### config.mk
export PLATFORM = sky130hd
export DESIGN_NAME = fsm_stim_player
export DESIGN_NICKNAME = d
export VERILOG_FILES = /design/src/rtl/fsm_stim_player.sv
export SDC_FILE = /design/constraint.sdc
export NUM_CORES = 1
export LEC_CHECK = 0
export BUFFER_PORTS_ARGS = -buffer_cell sky130_fd_sc_hd__buf_2
export CELL_PAD_IN_SITES_DETAIL_PLACEMENT = 0
export CELL_PAD_IN_SITES_GLOBAL_PLACEMENT = 1
export CORE_ASPECT_RATIO = 2
export CORE_MARGIN = 2
export CORE_UTILIZATION = 56
export CTS_CLUSTER_SIZE = 30
export DETAILED_ROUTE_END_ITERATION = 10
export MAX_ROUTING_LAYER = met4
export PLACE_DENSITY = 0.84
export SLEW_MARGIN = 40
export SYNTH_ARGS = -nofsm -noshare
export SYNTH_HDL_FRONTEND = slang
export SYNTH_SLANG_ARGS = --single-unit
### constraint.sdc
create_clock -name clk -period 4.7 [get_ports clk]
set_input_delay 0.94 -clock clk [delete_from_list [all_inputs] [get_ports clk]]
set_output_delay 0.94 -clock clk [all_outputs]
set_load 0.02 [all_outputs]
### src/rtl/fsm_stim_player.sv
// Scripted stimulus player for small FSMs: plays stored symbols with a programmable hold time,
// records {symbol, resulting FSM state} pairs into a first-word-fall-through response FIFO.
module fsm_stim_player #(
  parameter int DEPTH  = 16,
  parameter int SYM_W  = 2,
  parameter int ST_W   = 4,
  parameter int HOLD_W = 4
) (
  input  logic                       clk,
  input  logic                       rst_n,
  input  logic                       wr_en,
  input  logic [SYM_W-1:0]           wr_data,
  input  logic                       clear,
  input  logic                       start,
  input  logic [HOLD_W-1:0]          hold_cycles,
  output logic [SYM_W-1:0]           fsm_in,
  output logic                       fsm_in_valid,
  input  logic [ST_W-1:0]            fsm_state,
  output logic                       rsp_valid,
  output logic [SYM_W+ST_W-1:0]      rsp_data,
  input  logic                       rsp_ready,
  output logic [$clog2(DEPTH):0]     script_count,
  output logic                       busy,
  output logic                       done
);

  localparam int AW = $clog2(DEPTH);
  localparam logic [AW:0] FULL_CNT = (AW+1)'(DEPTH);

  typedef enum logic [1:0] {IDLE, PLAY, TAIL} state_t;
  state_t state_reg, state_next;

  logic [SYM_W-1:0]      script_mem [DEPTH];
  logic [SYM_W+ST_W-1:0] rsp_mem    [DEPTH];

  logic [AW:0]        count_reg;
  logic [AW-1:0]      rd_ptr_reg;
  logic [HOLD_W-1:0]  hold_reg;
  logic [HOLD_W-1:0]  hold_cnt_reg;
  logic [SYM_W-1:0]   sym_reg;
  logic [SYM_W-1:0]   cap_sym_reg;
  logic               cap_pend_reg;
  logic               done_reg;
  logic [AW-1:0]      rsp_wr_reg;
  logic [AW-1:0]      rsp_rd_reg;
  logic [AW:0]        rsp_cnt_reg;

  logic          go, go_empty, sym_last, script_last, wr_ok, rsp_push, rsp_pop;
  logic [AW:0]   last_idx;
  logic [AW-1:0] rd_ptr_inc;

  always_comb begin
    go          = (state_reg == IDLE) && start && (count_reg != '0);
    go_empty    = (state_reg == IDLE) && start && (count_reg == '0);
    sym_last    = (state_reg == PLAY) && (hold_cnt_reg == hold_reg);
    last_idx    = count_reg - (AW+1)'(1);
    script_last = ({1'b0, rd_ptr_reg} == last_idx);
    rd_ptr_inc  = rd_ptr_reg + AW'(1);
    wr_ok       = (state_reg == IDLE) && !go && !clear && wr_en && (count_reg != FULL_CNT);
    // The capture cycle is the one right after a symbol's final cycle.
    rsp_push    = cap_pend_reg;
    rsp_pop     = rsp_ready && (rsp_cnt_reg != '0);
  end

  always_ff @(posedge clk or negedge rst_n) begin
    if (!rst_n) state_reg <= IDLE;
    else        state_reg <= state_next;
  end

  always_comb begin
    state_next = state_reg;
    case (state_reg)
      IDLE:    if (go) state_next = PLAY;
      PLAY:    if (sym_last && script_last) state_next = TAIL;
      TAIL:    state_next = IDLE;
      default: state_next = IDLE;
    endcase
  end

  always_comb begin
    fsm_in       = (state_reg == PLAY) ? sym_reg : '0;
    fsm_in_valid = (state_reg == PLAY);
    busy         = (state_reg != IDLE);
    done         = done_reg;
    script_count = count_reg;
    rsp_valid    = (rsp_cnt_reg != '0);
    rsp_data     = (rsp_cnt_reg != '0) ? rsp_mem[rsp_rd_reg] : '0;
  end

  always_ff @(posedge clk or negedge rst_n) begin
    if (!rst_n) begin
      count_reg    <= '0;
      rd_ptr_reg   <= '0;
      hold_reg     <= '0;
      hold_cnt_reg <= '0;
      sym_reg      <= '0;
      cap_sym_reg  <= '0;
      cap_pend_reg <= 1'b0;
      done_reg     <= 1'b0;
    end else begin
      if ((state_reg == IDLE) && !go && clear) count_reg <= '0;
      else if (wr_ok)                          count_reg <= count_reg + (AW+1)'(1);

      if (go) begin
        hold_reg     <= hold_cycles;
        rd_ptr_reg   <= '0;
        hold_cnt_reg <= '0;
        sym_reg      <= script_mem[0];
      end else if (state_reg == PLAY) begin
        if (sym_last) begin
          hold_cnt_reg <= '0;
          if (!script_last) begin
            rd_ptr_reg <= rd_ptr_inc;
            sym_reg    <= script_mem[rd_ptr_inc];
          end
        end else begin
          hold_cnt_reg <= hold_cnt_reg + HOLD_W'(1);
        end
      end

      cap_pend_reg <= sym_last;
      if (sym_last) cap_sym_reg <= sym_reg;
      done_reg <= go_empty || (state_reg == TAIL);
    end
  end

  // Response FIFO pointers; start flushes whatever a previous run left behind.
  always_ff @(posedge clk or negedge rst_n) begin
    if (!rst_n) begin
      rsp_wr_reg  <= '0;
      rsp_rd_reg  <= '0;
      rsp_cnt_reg <= '0;
    end else if (go) begin
      rsp_wr_reg  <= '0;
      rsp_rd_reg  <= '0;
      rsp_cnt_reg <= '0;
    end else begin
      if (rsp_push) rsp_wr_reg <= rsp_wr_reg + AW'(1);
      if (rsp_pop)  rsp_rd_reg <= rsp_rd_reg + AW'(1);
      if (rsp_push && !rsp_pop)      rsp_cnt_reg <= rsp_cnt_reg + (AW+1)'(1);
      else if (!rsp_push && rsp_pop) rsp_cnt_reg <= rsp_cnt_reg - (AW+1)'(1);
    end
  end

  always_ff @(posedge clk) begin
    if (wr_ok)    script_mem[count_reg[AW-1:0]] <= wr_data;
    if (rsp_push) rsp_mem[rsp_wr_reg]           <= {cap_sym_reg, fsm_state};
  end

endmodule
==> metrics.csv <==
stage,metric,value,unit
outcome,status,"complete, no violations",
layout,top_register,rsp_mem,
yosys,postSynth.asyncResetShare,22.9,%
worst_setup_path,cpLargestDelayFamily,multiplexers,
yosys,ys_seq_area_share,66.3,%
yosys,yosys.area.top_type_share,53.1,%
yosys,syn_nets,488,
floorplan,core_region_area,12600,sq um
timing,timing.final.ws_setup,1.08,ns
layout,antenna_cells,0,
clocking,holdBufCountCts,0,
timing,tightest_slew,0.694,ns
worst_setup_path,critPathLaunch,rsp_rd_reg[0],
place,dpl_cell_area,7560,sq um
floorplan,die_h,165,um
worst_setup_path,slowest_stage,mux4_2,
detailed_routing,route.vias.total,3895,
layout,postLayoutCellArea,8140,sq um
yosys,ys_ff_latch,166,
global_route,grt_first_pass_wirelength,22.3,mm
yosys,synthFlopType,edfxtp_1,
yosys,synth_area,7230,sq um
floorplan,die_area,13900,sq um
layout,instances_no_fill,657,
worst_setup_path,reg2reg_from,rsp_cnt_reg[0],
timing,period_share,77.0,%
place,dp.cells,625,
detailed_routing,post-route-drc-count,0,
place,pre_cts_ws,1.50,ns
clocking,cts_buffers,17,
worst_setup_path,worstSetupStartpointType,register,
yosys,ys_top_cells_by_area,"edfxtp_1 53%, dfrtp_1 13%, mux4_2 12%, ha_1 2.8%, nor2_1 2.0%",
yosys,ys_warn_count,0,
yosys,yosysMostFrequentCell,edfxtp_1,
detailed_routing,ant_nets,0,
min_path,holdPathStages,1,
timing,rsz0062_at_grt,no,
clocking,cts_resized,0,
clocking,cts_setup_buffers,0,
timing,setup_viol,0,
worst_setup_path,cpMostUsedCell,mux4_2,
detailed_routing,vias_per_cell,5.93,
worst_setup_path,timing.critical_path.to,rsp_data[1],
clocking,h-tree-depth,4,
global_route,overflow,0,
timing,maxSlewViolCount,0,
power,power_density,600,nW/um^2
worst_setup_path,r2r_slack,1.60,ns
floorplan,initial_core_util,57.3,%
global_route,antenna_found_initial,0,
clocking,cts_root_buf,clkbuf_16,
place,detailed_place_hpwl,10.2,mm
clocking,clock_latency,0.43,ns
layout,largest_register_ffs,96,
yosys,yosysTopAreaCell,edfxtp_1,
yosys,postSynthCellCount,455,
layout,drive_gt1_share,22.7,%
timing,setup_tns,0,ns
floorplan,pin_count,33,
floorplan,die_width,84.4,um
min_path,hold_class,register to register,
worst_setup_path,r2r_end,rsp_cnt_reg[4],
timing,hold-worst-slack,0.477,ns
yosys,synth_edf_count,128,
clocking,clock_path_buffers,2,
power,p_leak,3.00,nW
timing,skew,0.0109,ns
global_route,grt_pass1_vias,4202,
worst_setup_path,required,3.76,ns
floorplan,num_rows,58,
detailed_routing,drt_first_iter_violations,283,
clocking,cts_sinks,166,
worst_setup_path,crit_fanout,25,
global_route,grtUsageTotal,22.4,%
detailed_routing,routedWlPerCell,21.1,um
worst_setup_path,slowest_delay,0.57,ns
yosys,synth.avg_cell_area,15.9,sq um
yosys,synth_commonest_cells,"128 x edfxtp_1, 38 x dfrtp_1, 38 x mux4_2, 38 x nor2_1, 35 x nand2_1",
worst_setup_path,cp_cell_sequence,buf_4 > mux4_2 > mux4_2 > nor2b_1 > buf_2,
worst_setup_path,worstSetupEndpointType,output pin,
run,maxCapViolCount,0,
worst_setup_path,crit_buf_inv,2,
clocking,tritoncts,built,
clocking,clkTransAtPathRegs,0.07,ns
yosys,synth_cell_type_count,41,
worst_setup_path,path_depth,5,
layout,fin_nets,527,
timing,fmax,276,MHz
timing,hold_violations,0,
detailed_routing,wirelength,13.9,mm
global_route,grt_max_degree,39,
layout,area_growth_syn_to_layout,12.6,%
power,peakVddDrop,0.425,mV
detailed_routing,firstDrtPassIters,5,
layout,n_fill_cell,934,
timing,max-slew-margin-rel,53.7,%
worst_setup_path,critPathKind,register to output pin,
place,port_buffers,32,
timing,min_period,3.62,ns
worst_setup_path,crit_arrival,2.68,ns
place,gp_congestion,0.827,
worst_setup_path,reg2regPathDepth,9,
## power breakdown
part / internal, W / switching [W]
Sequential: 0.00177 / 0.000286
Clock: 0.000756 / 0.000612
Combinational: 0.000748 / 0.000706
## kinds of logic (layout without fill, tap and decap cells)
family	count (synthesis)	in the layout	share of synthesized area [%]
DFF	166	166	66.3
xor gates and xnor gates	25	25	3.13
muxes	51	51	13.6
buffers and inverters	30	82	1.69
adders and majority gates	17	17	3.04
AOI/OAI and AO/OA	26	26	2.63
and+or+nand+nor	140	140	9.60
## layout make-up
class | count | area, sq um | share of cell area [%]
Multi-Input combinational cell | 259 | 2320 | 28.5
Timing Repair Buffer | 38 | 208 | 2.55
Clock buffer | 18 | 429 | 5.27
Clock inverter | 14 | 154 | 1.89
Sequential cell | 166 | 4800 | 58.9
Inverter | 12 | 45.0 | 0.553
Tap cell | 150 | 188 | 2.30
## metal layers
| metal | GRT usage, % | wire length [um] |
|---|---|---|
| met5 | - | 0 |
| met4 | 8.30 | 239 |
| met3 | 4.05 | 421 |
| met2 | 44.2 | 8700 |
| met1 | 21.0 | 4520 |
## how the worst min path moves through the flow
stage	startpoint	to	slack, ns
floorplan	state_reg[0]	done	0.43
global placement	state_reg[0]	done	0.45
detailed placement	state_reg[0]	done	0.47
CTS	state_reg[0]	done	0.48
global route	state_reg[0]	done	0.50
finish	state_reg[0]	done	0.48
## placed cells by master, fill, tap and decap left out, drive strengths merged, types with 2 or more instances in the layout
cell type / netlist / layout
edfxtp: 128 / 128
mux2i: 13 / 13
clkbuf: 10 / 18
nor2b: 9 / 9
inv: 12 / 22
xnor2: 11 / 11
buf: 8 / 38
clkinvlp: 0 / 2
mux4: 38 / 38
nand3: 11 / 11
nor3b: 5 / 5
dfrtp: 38 / 38
and2: 6 / 6
ha: 16 / 16
and3: 9 / 9
nor2: 38 / 38
nand4: 4 / 4
o21ai: 8 / 8
or3: 4 / 4
o211ai: 2 / 2
nor3: 8 / 8
a21o: 2 / 2
a21oi: 9 / 9
nand2b: 5 / 5
nand2: 35 / 35
xor2: 14 / 14
## per-stage QoR
stage	total power [W]	util (%)
after floorplan	0.00319	-
after global placement	0.00351	59.8
after detailed placement	0.00357	59.9
after CTS	0.00493	64.5
after global routing	0.00515	64.5
final	0.00488	64.5
(Power assumes the default switching activity.)
